$ cat src/rtl/seg7_bcd_display.sv
// Display output stage: converts a CPU-written binary value to six BCD digits with a
// sequential double-dabble engine and drives active-low seven-segment outputs.
module seg7_bcd_display #(
  parameter int DATA_W        = 20,
  parameter bit BLANK_LEADING = 1'b1
) (
  input  logic              clock,
  input  logic              reset,
  input  logic              wr_en,
  input  logic [DATA_W-1:0] wr_data,
  output logic              busy,
  output logic              done,
  output logic              valid,
  output logic              overflow,
  output logic [6:0]        hex0,
  output logic [6:0]        hex1,
  output logic [6:0]        hex2,
  output logic [6:0]        hex3,
  output logic [6:0]        hex4,
  output logic [6:0]        hex5,
  output logic [1:0]        state_dbg
);

  // Handshake: wr_en is a single-cycle strobe with no back-pressure; writes made while
  // busy land in a one-entry pending slot (latest wins), done pulses for one cycle.

  typedef enum logic [1:0] {
    IDLE   = 2'd0,
    SHIFT  = 2'd1,
    UPDATE = 2'd2
  } state_t;

  localparam int CNT_W = $clog2(DATA_W + 1);
  localparam int EXT_W = (DATA_W > 32) ? DATA_W : 32;
  localparam logic [EXT_W-1:0] MAX_DEC = EXT_W'(999999);
  localparam logic [6:0] SEG_BLANK = 7'h7F;
  localparam logic [6:0] SEG_DASH  = 7'h3F;
  localparam logic [6:0] SEG_ZERO  = 7'h40;
  localparam logic [6:0] RST_HIGH  = BLANK_LEADING ? SEG_BLANK : SEG_ZERO;

  function automatic logic [6:0] seg(input logic [3:0] d);
    case (d)
      4'd0:    seg = 7'h40;
      4'd1:    seg = 7'h79;
      4'd2:    seg = 7'h24;
      4'd3:    seg = 7'h30;
      4'd4:    seg = 7'h19;
      4'd5:    seg = 7'h12;
      4'd6:    seg = 7'h02;
      4'd7:    seg = 7'h78;
      4'd8:    seg = 7'h00;
      4'd9:    seg = 7'h10;
      default: seg = SEG_BLANK;
    endcase
  endfunction

  state_t            state, state_next;
  logic [DATA_W-1:0] bin;
  logic [23:0]       bcd;
  logic [23:0]       bcd_adj;
  logic [CNT_W-1:0]  cnt;
  logic              ovf;
  logic              pend_valid;
  logic [DATA_W-1:0] pend_data;
  logic              load;
  logic [DATA_W-1:0] load_data;
  logic              do_shift;
  logic              do_update;
  logic [6:0]        hex_q    [6];
  logic [6:0]        hex_next [6];
  logic              lead;

  assign state_dbg = state;

  always_ff @(posedge clock) begin
    if (reset) state <= IDLE;
    else       state <= state_next;
  end

  always_comb begin
    state_next = state;
    load       = 1'b0;
    load_data  = wr_data;
    do_shift   = 1'b0;
    do_update  = 1'b0;
    case (state)
      IDLE: begin
        if (wr_en) begin
          load       = 1'b1;
          state_next = SHIFT;
        end
      end
      SHIFT: begin
        do_shift = 1'b1;
        if (cnt == CNT_W'(1)) state_next = UPDATE;
      end
      UPDATE: begin
        do_update = 1'b1;
        // A write arriving this very cycle is newer than anything pending.
        if (wr_en) begin
          load       = 1'b1;
          state_next = SHIFT;
        end else if (pend_valid) begin
          load       = 1'b1;
          load_data  = pend_data;
          state_next = SHIFT;
        end else begin
          state_next = IDLE;
        end
      end
      default: state_next = IDLE;
    endcase
  end

  always_comb begin
    for (int i = 0; i < 6; i++) begin
      bcd_adj[4*i +: 4] = (bcd[4*i +: 4] >= 4'd5) ? bcd[4*i +: 4] + 4'd3 : bcd[4*i +: 4];
    end
  end

  // Leading-zero blanking walks from the top digit down; hex0 always shows a digit.
  always_comb begin
    lead = 1'b1;
    for (int i = 5; i >= 0; i--) begin
      lead = lead && (bcd[4*i +: 4] == 4'd0);
      if (ovf)                             hex_next[i] = SEG_DASH;
      else if (BLANK_LEADING && lead && i > 0) hex_next[i] = SEG_BLANK;
      else                                 hex_next[i] = seg(bcd[4*i +: 4]);
    end
  end

  always_ff @(posedge clock) begin
    if (reset) begin
      bin        <= '0;
      bcd        <= '0;
      cnt        <= '0;
      ovf        <= 1'b0;
      pend_valid <= 1'b0;
      pend_data  <= '0;
      busy       <= 1'b0;
      done       <= 1'b0;
      valid      <= 1'b0;
      overflow   <= 1'b0;
      hex_q[0]   <= SEG_ZERO;
      for (int i = 1; i < 6; i++) hex_q[i] <= RST_HIGH;
    end else begin
      busy <= (state_next != IDLE);
      done <= do_update;
      if (do_update) begin
        valid    <= 1'b1;
        overflow <= ovf;
        for (int i = 0; i < 6; i++) hex_q[i] <= hex_next[i];
      end
      if (load) begin
        bin        <= load_data;
        bcd        <= '0;
        cnt        <= CNT_W'(DATA_W);
        ovf        <= (EXT_W'(load_data) > MAX_DEC);
        pend_valid <= 1'b0;
      end else if (do_shift) begin
        bcd <= {bcd_adj[22:0], bin[DATA_W-1]};
        bin <= {bin[DATA_W-2:0], 1'b0};
        cnt <= cnt - CNT_W'(1);
        if (wr_en) begin
          pend_valid <= 1'b1;
          pend_data  <= wr_data;
        end
      end
    end
  end

  assign hex0 = hex_q[0];
  assign hex1 = hex_q[1];
  assign hex2 = hex_q[2];
  assign hex3 = hex_q[3];
  assign hex4 = hex_q[4];
  assign hex5 = hex_q[5];

endmodule

$ cat config.mk
export PLATFORM = sky130hd
export DESIGN_NAME = seg7_bcd_display
export DESIGN_NICKNAME = d
export VERILOG_FILES = /design/src/rtl/seg7_bcd_display.sv
export SDC_FILE = /design/constraint.sdc
export NUM_CORES = 1
export LEC_CHECK = 0
export CORE_ASPECT_RATIO = 1.1
export CORE_MARGIN = 8
export CORE_UTILIZATION = 58
export DETAILED_ROUTE_END_ITERATION = 16
export HOLD_SLACK_MARGIN = 0.03
export PLACE_DENSITY = 0.89
export RECOVER_POWER = 100
export REMOVE_ABC_BUFFERS = 1
export SYNTH_ARGS = -nofsm -noshare
export SYNTH_HDL_FRONTEND = slang
export SYNTH_SLANG_ARGS = --single-unit
export TNS_END_PERCENT = 10
$ cat constraint.sdc
create_clock -name clock -period 3 [get_ports clock]
set_input_delay 0.75 -clock clock [delete_from_list [all_inputs] [get_ports clock]]
set_output_delay 0.75 -clock clock [all_outputs]
set_load 0.1 [all_outputs]
==> results of run 1 <==
==> power breakdown <==
part	leakage, nW	switching [mW]	internal, mW	total, mW
sequential	1.28	0.0453	2.30	2.35
clock	0.276	0.922	1.17	2.09
combinational	1.66	0.351	0.189	0.540
==> final cells by class <==
class,instances,area (um2),share of cell area
multi-input cells,591,3970,0.432
flip-flops and latches,161,3640,0.396
repair buffers,101,621,0.0675
clock buffers,18,429,0.0467
well taps,188,235,0.0256
inverters,40,150,0.0163
clock inverters,14,143,0.0155
==> cell families after synthesis <==
| family | Yosys count | share of synthesized area |
|---|---|---|
| AOI/OAI and AO/OA | 228 | 0.211 |
| and+or+nand+nor | 301 | 0.192 |
| buffers and inverters | 96 | 0.0574 |
| adders and majority gates | 48 | 0.0741 |
| DFF | 161 | 0.450 |
| xor gates and xnor gates | 6 | 0.00648 |
| muxes | 8 | 0.00988 |
==> path summary, 6_finish.rpt <==
kind	end	slack, ps	depth (start not counted)
min reg2reg	valid	450	1
max	register	210	8
max reg2reg	pend_data[7]	250	6
min	valid	450	1
==> metal layers <==
metal  vias up  part of all wire  global-route usage
met4         0             0.026              0.0916
met3        35             0.061              0.0444
met1      3082              0.44               0.235
met2       190              0.47               0.320
met5         -                 0                   0
li1       3218                 -                   -
==> critical path: cells and delay by family <==
kind                     cells  cell delay [ps]
adder cells (fa/ha/maj)      1              320
buffers and inverters        3              920
AO/OA/AOI/OAI                4             1120
==> cell usage in the layout, fill, tap and decap left out, types with 8 or more instances in the layout <==
cell                              instances
sky130_fd_sc_hd__nand2b_1                11
sky130_fd_sc_hd__a221oi_1                11
sky130_fd_sc_hd__mux2i_1                  8
sky130_fd_sc_hd__dfxtp_1                119
sky130_fd_sc_hd__clkbuf_1                59
sky130_fd_sc_hd__a211oi_1                35
sky130_fd_sc_hd__or3_1                   26
sky130_fd_sc_hd__nor2b_1                 18
sky130_fd_sc_hd__buf_4                   13
sky130_fd_sc_hd__nand2_1                106
sky130_fd_sc_hd__nand3_1                 15
sky130_fd_sc_hd__o21a_1                  11
sky130_fd_sc_hd__ha_1                    48
sky130_fd_sc_hd__clkdlybuf4s50_1         20
sky130_fd_sc_hd__edfxtp_1                42
sky130_fd_sc_hd__inv_1                   40
sky130_fd_sc_hd__o21ai_0                 31
sky130_fd_sc_hd__clkbuf_16               17
sky130_fd_sc_hd__a311oi_1                18
sky130_fd_sc_hd__nor4_1                   8
sky130_fd_sc_hd__nor2_1                  57
sky130_fd_sc_hd__a21oi_1                 48
sky130_fd_sc_hd__a31oi_1                 17
==> results_dict.tcl, run 1 <==
set metrics [dict create \
    die_area_um2 18000 \
    crit_fanout 18 \
    port-buffer-count 70 \
    drive_gt1_frac 0.0897 \
    cp-start-kind "primary input" \
    cts.path.max_buffers 2 \
    globalRouteOverflowTotal 0 \
    std_cell_rows 45 \
    hp-class "reg2reg" \
    setup_repair_after_global_routing_missed_its_margin "no" \
    worstPathRequired_ps 3330 \
    wl_per_cell_um 15.5 \
    drt-pass1-iter-count 5 \
    io_pins 71 \
    critical_path.endpoint_type "register" \
    slew_viol_final 0 \
    fp.dieH_um 140 \
    timing.rr.start "state_dbg[0]" \
    cts_inserted_buffers 17 \
    pin_count_of_the_biggest_net_entering_global_routing 44 \
    totalNegativeSetupSlack_ps 0 \
    timing_worst_slew_pin_value_ps 1180 \
    fillerInstances 1110 \
    number_of_synthesized_flops_with_an_enable_pin 42 \
    gr-usage-all-layers 0.194 \
    clk_pin_slew_worst_setup_hold_paths_ps 70 \
    timing.fmax_ghz 0.358 \
    cellLeakagePower_nw 3.22 \
    most_used_flip_flop_cell_after_synthesis "sky130_fd_sc_hd__dfxtp_1" \
    antenna_cells 0 \
    vdd.ir_drop.worst_mv 0.279 \
    preCtsSetupSlack_ps 40.7 \
    tritoncts "yes" \
    cts-hold-fix-buffers 0 \
    average_size_of_a_mapped_cell_um2 9.56 \
    layout.cell_area.non_filler_um2 9200 \
    clock-skew-final_ps 9.09 \
    dr.first_iter.drc_count 345 \
    total_power_mw 4.97 \
    cts_resized 0 \
    finalSetupViolCount 0 \
    status "completed" \
    post-route-period-util 0.931 \
    grt_antenna_before_repair 0 \
    syn-cell-area_um2 8100 \
    pwr_density_cell_nw_per_um2 541 \
    post-cts-setup-buffer-count 0 \
    synth_seq_cells 161 \
    synthesis.instances 848 \
    drt_via_density 5.86 \
    via_count_of_the_first_global_routing_pass 6033 \
    finalWeightedCongestion 0.860 \
    synth.yosys.seq_area_share 0.450 \
    synth.top_cells.by_area "sky130_fd_sc_hd__dfxtp_1, sky130_fd_sc_hd__edfxtp_1, sky130_fd_sc_hd__ha_1" \
    synth_top_cell_by_area "sky130_fd_sc_hd__dfxtp_1" \
    synth_largest_type_area_fraction 0.294 \
    timing.setup.critical_path_class "in2reg" \
    cts-htree-levels 4 \
    final_hold_viol_count 0 \
    numClockSinks 161 \
    synthMostInstantiatedCell "sky130_fd_sc_hd__dfxtp_1" \
    finished_layout_cells 1113 \
    layout.nets 983 \
    timing.max_slew.rel_slack 0.214 \
    detail-route-antenna-nets 0 \
    clock-root-buffer "sky130_fd_sc_hd__clkbuf_16" \
    post_dp_cell_area_um2 8910 \
    async_reset_ff_frac 0 \
    drt_drc_violations_left 0 \
    cp_slowest_stage_delay_ps 600 \
    die_width_um 129 \
    core-area_um2 13700 \
    route.vias.total 6525 \
    hold_ws_ps 452 \
    areaGrowthSynthToFinish_pct 13.5 \
    worst_setup_path_startpoint "wr_en" \
    dp.cells 1081 \
    worst_path_max_delay_cell "sky130_fd_sc_hd__dlygate4sd3_1" \
    grt_pass1_wl_um 28700 \
    place_hpwl_um 11900 \
    routed_wl_um 17300 \
    worst_skew_pair.late_latency_ps 440 \
    crit_chain "dlygate4sd3_1 > a21oi_1 > o21ai_4 > buf_12 > a311oi_2 > inv_1 > ha_1 > a2111oi_0" \
    timing.critical_path.arrival_ps 3120 \
    maxCapViolCount 0 \
    yosysWarningCount 0 \
    netlist_top_cells_count "sky130_fd_sc_hd__dfxtp_1, sky130_fd_sc_hd__nand2_1, sky130_fd_sc_hd__nor2_1" \
    fin_crit_period_ps 2790 \
    initial_core_util 0.590 \
    worst_slack_ps 208 \
    timing.hold.worst.start "valid" \
    netlist-cell-type-count 75 \
    final_util 0.669 \
]
No activity file was read; power rests on OpenSTA's default activity.
==> inputs of run 2 (changes only) <==
--- a/config.mk
+++ b/config.mk
@@ -5,6 +5,7 @@
 export SDC_FILE = /design/constraint.sdc
 export NUM_CORES = 1
 export LEC_CHECK = 0
+export CAP_MARGIN = 20
 export CORE_ASPECT_RATIO = 1.1
 export CORE_MARGIN = 8
 export CORE_UTILIZATION = 58
==> results of run 2 <==
The final DEF is identical to that of run 1; final timing and power are the same.
==> inputs of run 3 (changes only) <==
--- a/config.mk
+++ b/config.mk
@@ -7,11 +7,10 @@
 export LEC_CHECK = 0
 export CAP_MARGIN = 20
 export CORE_ASPECT_RATIO = 1.1
-export CORE_MARGIN = 8
-export CORE_UTILIZATION = 58
+export CORE_UTILIZATION = 52
 export DETAILED_ROUTE_END_ITERATION = 16
 export HOLD_SLACK_MARGIN = 0.03
-export PLACE_DENSITY = 0.89
+export PLACE_DENSITY = 0.85
 export RECOVER_POWER = 100
 export REMOVE_ABC_BUFFERS = 1
 export SYNTH_ARGS = -nofsm -noshare
==> constraint.sdc (replaced) <==
create_clock -name clock -period 2.35 [get_ports clock]
set_input_delay 0.5875 -clock clock [delete_from_list [all_inputs] [get_ports clock]]
set_output_delay 0.5875 -clock clock [all_outputs]
set_load 0.1 [all_outputs]
==> results_dict.tcl, run 3 (synthesis results as in run 1) <==
set metrics [dict create \
    worst_path_max_delay_cell "sky130_fd_sc_hd__a2111o_1" \
    clock-skew-final_ps 6.37 \
    crit_chain "inv_1 > ha_1 > nand2b_2 > a2111o_1 > a31oi_4 > inv_1 > ha_1 > nand3b_1 > o22ai_2 > a311oi_1" \
    timing.setup.critical_path_class "reg2reg" \
    dp.cells 1150 \
    maxCapViolCount 0 \
    globalRouteOverflowTotal 0 \
    cts-hold-fix-buffers 0 \
    die_area_um2 16100 \
    final_util 0.667 \
    leading_cell_type_in_the_layout_fill_and_taps_excluded "sky130_fd_sc_hd__buf_4" \
    critical_path.endpoint_type "register" \
    fillerInstances 1144 \
    hp-class "reg2reg" \
    numClockSinks 161 \
    via_count_of_the_first_global_routing_pass 6406 \
    cts-htree-levels 4 \
    timing.max_slew.rel_slack 0.473 \
    post_dp_cell_area_um2 9440 \
    die_width_um 121 \
    timing.critical_path.arrival_ps 2630 \
    clk_pin_slew_worst_setup_hold_paths_ps 60 \
    status "completed" \
    drt_drc_violations_left 0 \
    wl_per_cell_um 15.1 \
    pwr_density_cell_nw_per_um2 632 \
    vdd.ir_drop.worst_mv 0.397 \
    routed_wl_um 17900 \
    timing.fmax_ghz 0.428 \
    clock-root-buffer "sky130_fd_sc_hd__clkbuf_16" \
    gr-usage-all-layers 0.227 \
    route.vias.total 6748 \
    preCtsSetupSlack_ps -433 \
    drt-pass1-iter-count 5 \
    final_hold_viol_count 0 \
    finished_layout_cells 1182 \
    most-common-layout-cells "sky130_fd_sc_hd__buf_4, sky130_fd_sc_hd__dfxtp_1, sky130_fd_sc_hd__nand2_1" \
    setup_repair_after_global_routing_missed_its_margin "yes" \
    detail-route-antenna-nets 0 \
    timing_worst_slew_pin_value_ps 791 \
    reg2reg_slack_ps 20 \
    cp-start-kind "register" \
    io_pins 71 \
    cts_inserted_buffers 17 \
    port-buffer-count 70 \
    worst_skew_pair.late_latency_ps 430 \
    drt_via_density 5.71 \
    worstPathRequired_ps 2640 \
    total_power_mw 6.36 \
    worst_slack_ps 15.1 \
    slew_viol_final 0 \
    hold_ws_ps 456 \
    place_hpwl_um 12500 \
    finalWeightedCongestion 0.893 \
    dr.first_iter.drc_count 442 \
    drive_gt1_frac 0.229 \
    cp_slowest_stage_delay_ps 460 \
    fp.dieH_um 133 \
    grt_antenna_before_repair 0 \
    antenna_cells 0 \
    std_cell_rows 47 \
    post-route-period-util 0.994 \
    layout.nets 1045 \
    crit_fanout 4 \
    tritoncts "yes" \
    areaGrowthSynthToFinish_pct 24.3 \
    grt_pass1_wl_um 29200 \
    finalSetupViolCount 0 \
    initial_core_util 0.536 \
    pin_count_of_the_biggest_net_entering_global_routing 46 \
    core-area_um2 15100 \
    fin_crit_period_ps 2330 \
    totalNegativeSetupSlack_ps 0 \
    layout.cell_area.non_filler_um2 10100 \
    cts.path.max_buffers 2 \
    cellLeakagePower_nw 3.74 \
]
==> run 3: report_power, final <==
group	internal [mW]	leakage (nW)	switching, mW	total [mW]
combinational	0.332	2.20	0.480	0.813
clock	1.47	0.263	1.09	2.56
sequential	2.94	1.28	0.0530	2.99
total	4.74	3.74	1.63	6.36
==> run 3: path summary, 6_finish.rpt <==
check	from	cells past startpoint	to
worst max-delay path	bcd[21]	10	register
worst min-delay path	pend_data[1]	2	pend_data[1]
worst max register to register	bcd[21]	10	register
worst min register to register	pend_data[1]	2	pend_data[1]
==> run 3: area by class of cell <==
cell class                      count  area [um2]  area share
Sequential cell                   161        3650       0.362
Inverter                           40         150      0.0149
Timing Repair Buffer              163        1390       0.138
Clock buffer                       20         447      0.0443
Tap cell                          196         245      0.0243
Clock inverter                     11        91.3     0.00907
Multi-Input combinational cell    591        4110       0.408
==> run 3: repair_timing <==
action / in CTS / in global routing
pin swaps: 1 / 4
gates resized for setup: 5 / 17
buffers inserted: 0 / 1
setup endpoints to repair: 6 / 28
==> run 3: layer usage <==
layer / share of wire / up-vias / GRT usage
li1: - / 3339 / -
met1: 0.43 / 3181 / 0.275
met2: 0.50 / 186 / 0.385
met3: 0.045 / 42 / 0.0435
met4: 0.027 / 0 / 0.110
met5: 0 / - / 0
==> run 3: critical path, delay by kind of cell (launching register included) <==
family	cells	cell delay, ps
AO/OA/AOI/OAI	4	870
adder cells (fa/ha/maj)	2	400
AND/OR/NAND/NOR	2	390
flip-flops	1	350
buffers and inverters	2	190
==> variant 1: new RTL, config.mk and constraints of run 1 <==
Change the parameter `BLANK_LEADING` from 1'b1 to 1'b0.
--- a/src/rtl/seg7_bcd_display.sv
+++ b/src/rtl/seg7_bcd_display.sv
@@ -2,7 +2,7 @@
 // sequential double-dabble engine and drives active-low seven-segment outputs.
 module seg7_bcd_display #(
   parameter int DATA_W        = 20,
-  parameter bit BLANK_LEADING = 1'b1
+  parameter bit BLANK_LEADING = 1'b0
 ) (
   input  logic              clock,
   input  logic              reset,
Function: changed (a bounded check fails within 4 cycles, from zero or initial values and one cycle with reset high).
==> variant 1 against run 1 <==
Non-clock buffer count up 11. Setup slack better by 0.0063 ns. Via count down 1.1%. Sequential cell count unchanged. Highest routed layer unchanged. Power up 5.6%. Area after synthesis down 3.0%. Design area down 1.6%. Wire length up 1.3%. Critical path type is now flip-flop to flip-flop. Die area down 2.7%. Cell count down 3.7%. Combinational power up 19%. Count of clock-buffer cells in the layout unchanged.
==> variant 1: results <==
set metrics [dict create \
    cp_top_family "simple AND/OR/NAND/NOR gates" \
    ys_seq_area_frac 0.464 \
    ys_top_cells_by_count "119 x dfxtp_1, 102 x nand2_1, 53 x a21oi_1" \
    yosys-top-cells-area "dfxtp_1 30%, edfxtp_1 16%, ha_1 7.0%, nand2_1 4.9%, a211oi_1 4.0%" \
    wl_per_cell_um 16.3 \
    synth.distinct_cells 57 \
    wl_met3_um 1080 \
    multi_input_area_share 0.413 \
    p_leak_nw 3.30 \
    slowest_stage "nor2b_1" \
    finalWeightedCongestion 0.867 \
    reg2reg_depth 9 \
    nFillCells 1023 \
    avgSynthCellArea_sq_um 9.55 \
    start_kind "flip-flop" \
    drt_first_pass_iters 7 \
    drt-vias-per-instance 6.02 \
    place_ws_ns -0.0684 \
    first_iter_violations 466 \
    grt_pass1_vias 6397 \
    worstPathMaxFanout 8 \
    cts-root-buf "clkbuf_16" \
    grt_max_degree 51 \
    status "complete, no violations" \
    fin_crit_ns 2.79 \
    hold-worst-slack_ns 0.459 \
    drt-met1-wl_um 7260 \
    ir_drop_v 0.000340 \
    bufAreaShareNonClock 0.0759 \
    rows 44 \
    clkCellAreaFrac 0.0669 \
    track_usage 0.201 \
    dp.cells 1041 \
    placed_area_sq_um 8720 \
    r2r_slack_ns 0.21 \
    finClkSkew_ns 0.00788 \
    nNetsFinal 966 \
    cp.arrival_ns 3.10 \
    comb.multi_input.count 560 \
    cp-end-kind "flip-flop" \
    place.detailed.hpwl_um 11500 \
    inverters 47 \
    dr_wl_met2_um 8610 \
    final_cells 1072 \
    grt_pass1_wl_um 29500 \
    buffers 112 \
]
==> variant 1: cell count changes after synthesis, moves of 7 or more <==
cell / delta
o21a_1: +30
or3_1: -25
nand3_1: -12
nor2_1: -10
nor3_1: +10
a311oi_1: +9
inv_1: +8
a211oi_1: +7
a22o_1: -7
a31oi_1: -7
o311a_1: +7
==> variant 1: tightest hold or removal path, stage by stage, from the launching register on <==
cell	delay (ns)
dfxtp_1	0.31
nand2_1	0.05
a21oi_1	0.05
==> variant 1: kinds of logic (layout without fill, tap and decap cells) <==
family	count (synthesis)	count (layout)	share of synthesized area
flops	161	161	0.464
compound gates	262	262	0.245
simple gates	246	246	0.152
mux	5	5	0.00637
fa+ha+maj	44	44	0.0700
xor+xnor	3	3	0.00334
buf+inv	102	190	0.0599
==> variant 1: routing by layer <==
metal | global-route usage | vias up
li1 | - | 3146
met1 | 0.229 | 2996
met5 | 0 | -
met4 | 0.106 | 0
met3 | 0.0519 | 51
met2 | 0.338 | 263
==> variant 1: per-stage QoR <==
step / utilization / setup TNS [ns] / power [mW]
floorplan: - / -71.75 / 2.86
global placement: 0.660 / 0 / 3.06
detailed placement: 0.660 / -0.487 / 3.08
CTS: 0.706 / 0 / 5.30
global route: 0.685 / 0 / 5.42
finish: 0.685 / 0 / 5.25
==> variant 1: worst min path at each step <==
stage | from | to | cells past startpoint
3_3_place_gp | pend_data[18] | pend_data[18] | 2
3_5_place_dp | pend_data[5] | pend_data[5] | 2
5_1_grt | pend_data[4] | pend_data[4] | 2
6_report | pend_data[3] | pend_data[3] | 2
4_1_cts | pend_data[18] | pend_data[18] | 2
2_1_floorplan | pend_data[18] | pend_data[18] | 2
==> variant 1: report_power, final <==
group	switching, mW	internal [mW]
Sequential	0.0540	2.33
Clock	0.841	1.39
Combinational	0.448	0.193
==> variant 2: new RTL, flow settings as in run 1 <==
Without the edit above. Add an input register stage for `wr_en` and `wr_data`; this delays them by one clock. Comments in the files are not updated.
--- a/src/rtl/seg7_bcd_display.sv
+++ b/src/rtl/seg7_bcd_display.sv
@@ -37,6 +37,14 @@
   localparam logic [6:0] SEG_DASH  = 7'h3F;
   localparam logic [6:0] SEG_ZERO  = 7'h40;
   localparam logic [6:0] RST_HIGH  = BLANK_LEADING ? SEG_BLANK : SEG_ZERO;
+
+  logic wr_en_q;
+  logic [DATA_W-1:0] wr_data_q;
+
+  always_ff @(posedge clock) begin
+    wr_en_q   <= wr_en;
+    wr_data_q <= wr_data;
+  end
 
   function automatic logic [6:0] seg(input logic [3:0] d);
     case (d)
@@ -80,12 +88,12 @@
   always_comb begin
     state_next = state;
     load       = 1'b0;
-    load_data  = wr_data;
+    load_data  = wr_data_q;
     do_shift   = 1'b0;
     do_update  = 1'b0;
     case (state)
       IDLE: begin
-        if (wr_en) begin
+        if (wr_en_q) begin
           load       = 1'b1;
           state_next = SHIFT;
         end
@@ -97,7 +105,7 @@
       UPDATE: begin
         do_update = 1'b1;
         // A write arriving this very cycle is newer than anything pending.
-        if (wr_en) begin
+        if (wr_en_q) begin
           load       = 1'b1;
           state_next = SHIFT;
         end else if (pend_valid) begin
@@ -161,9 +169,9 @@
         bcd <= {bcd_adj[22:0], bin[DATA_W-1]};
         bin <= {bin[DATA_W-2:0], 1'b0};
         cnt <= cnt - CNT_W'(1);
-        if (wr_en) begin
+        if (wr_en_q) begin
           pend_valid <= 1'b1;
-          pend_data  <= wr_data;
+          pend_data  <= wr_data_q;
         end
       end
     end
Check against the original RTL: not equivalent (a bounded check fails within 4 cycles, from zero or initial values and one cycle with reset high).
==> variant 2 against run 1 <==
Sequential cell count up 21. Combinational power up 5.6%. Area after synthesis up 2.9%. Sequential power up 14%. Wire length down 4.4%. Synthesized cell count up 0.12%. Design area up 2.4%. Setup slack better by 0.069 ns. Power up 10%. Highest routed layer is now met5. Hold slack better by 0.0032 ns. Fmax up 2.5%. Via count down 3.4%.
==> variant 2: results <==
set metrics [dict create \
    p_leak_nw 3.36 \
    crit_buf_inv 2 \
    final_layout_size_suffix_gt1_frac 0.0851 \
    cp_top_family "simple AND/OR/NAND/NOR gates" \
    track_usage 0.184 \
    first_iter_violations 415 \
    status "complete, no violations" \
    slowest_stage "nand2b_1" \
    grt_pass1_wl_um 27400 \
    grt_max_degree 46 \
    grt_pass1_vias 5899 \
    ir_drop_v 0.000397 \
    antenna_found_initial 1 \
    wl_per_cell_um 14.9 \
    finClkSkew_ns 0.00792 \
    max-slew-margin-rel 0.204 \
    drt-vias-per-instance 5.68 \
    worstPathMaxFanout 17 \
    synth.distinct_cells 73 \
    max_stage_delay_ns 0.53 \
    cp.arrival_ns 3.02 \
    nNetsFinal 975 \
    ys_seq_area_frac 0.487 \
    place.detailed.hpwl_um 11200 \
    ys_top_cells_by_count "140 x dfxtp_1, 107 x nand2_1, 54 x a21oi_1" \
]
variant 2: changes by cell type after synthesis, sizes merged, moves of 7 or more:
cell	change
a311oi	+8
nor2	-16
buf	-8
a211oi	-8
inv	+12
a22o	-7
nor3	+13
a221oi	-11
a21o	+7
dfxtp	+21
variant 2: stage by stage:
step	TNS (ns)	area, sq um	instances	total power [mW]	setup WS, ns
floorplan	-29.96	8070	798	3.14	-0.832
global placement	0	9050	1077	3.31	0.191
detailed placement	0	9050	1077	3.33	0.0545
CTS	0	9640	1109	5.53	0.459
global route	0	9410	1109	5.69	0.118
finish	0	9410	1109	5.48	0.278
variant 2: cell families after synthesis:
group	after synthesis	share of synthesized area
simple gates	287	0.178
mux	12	0.0147
xor+xnor	3	0.00315
buf+inv	103	0.0554
compound gates	214	0.190
flops	182	0.487
fa+ha+maj	48	0.0720
variant 2: worst paths after layout:
path	depth (start not counted)	slack [ns]	from	endpoint
worst max register to register	8	0.28	state_dbg[1]	flip-flop
worst max-delay path	8	0.28	state_dbg[1]	flip-flop
worst min register to register	2	0.45	wr_data_q[5]	pend_data[5]
worst min-delay path	2	0.45	wr_data_q[5]	pend_data[5]
variant 2: cell type report:
class | count | area (sq um)
Fill cell | 1128 | 4800
Tap cell | 192 | 240
Clock buffer | 17 | 425
Sequential cell | 182 | 4060
Timing Repair Buffer | 87 | 522
Inverter | 52 | 195
Clock inverter | 15 | 165
Multi-Input combinational cell | 564 | 3800
variant 2: report_power, final:
part	switching, mW	total (mW)	internal (mW)	leakage, nW
Clock	0.969	2.22	1.25	0.286
Combinational	0.370	0.570	0.200	1.62
Sequential	0.0695	2.69	2.62	1.46
Total	1.41	5.48	4.07	3.36
variant 2: tightest hold or removal path, delay by kind of cell, from the launching register on:
kind	cells	cell delay, ns
DFF	1	0.31
and+or+nand+nor	1	0.05
AOI/OAI and AO/OA	1	0.05
variant 2: per-layer routing:
metal  up-vias  track usage  part of all wire
met5         -            0           0.00048
met4         2       0.0820             0.020
met3        33       0.0465             0.065
met2       171        0.305              0.48
met1      2937        0.220              0.43
li1       3157            -                 -
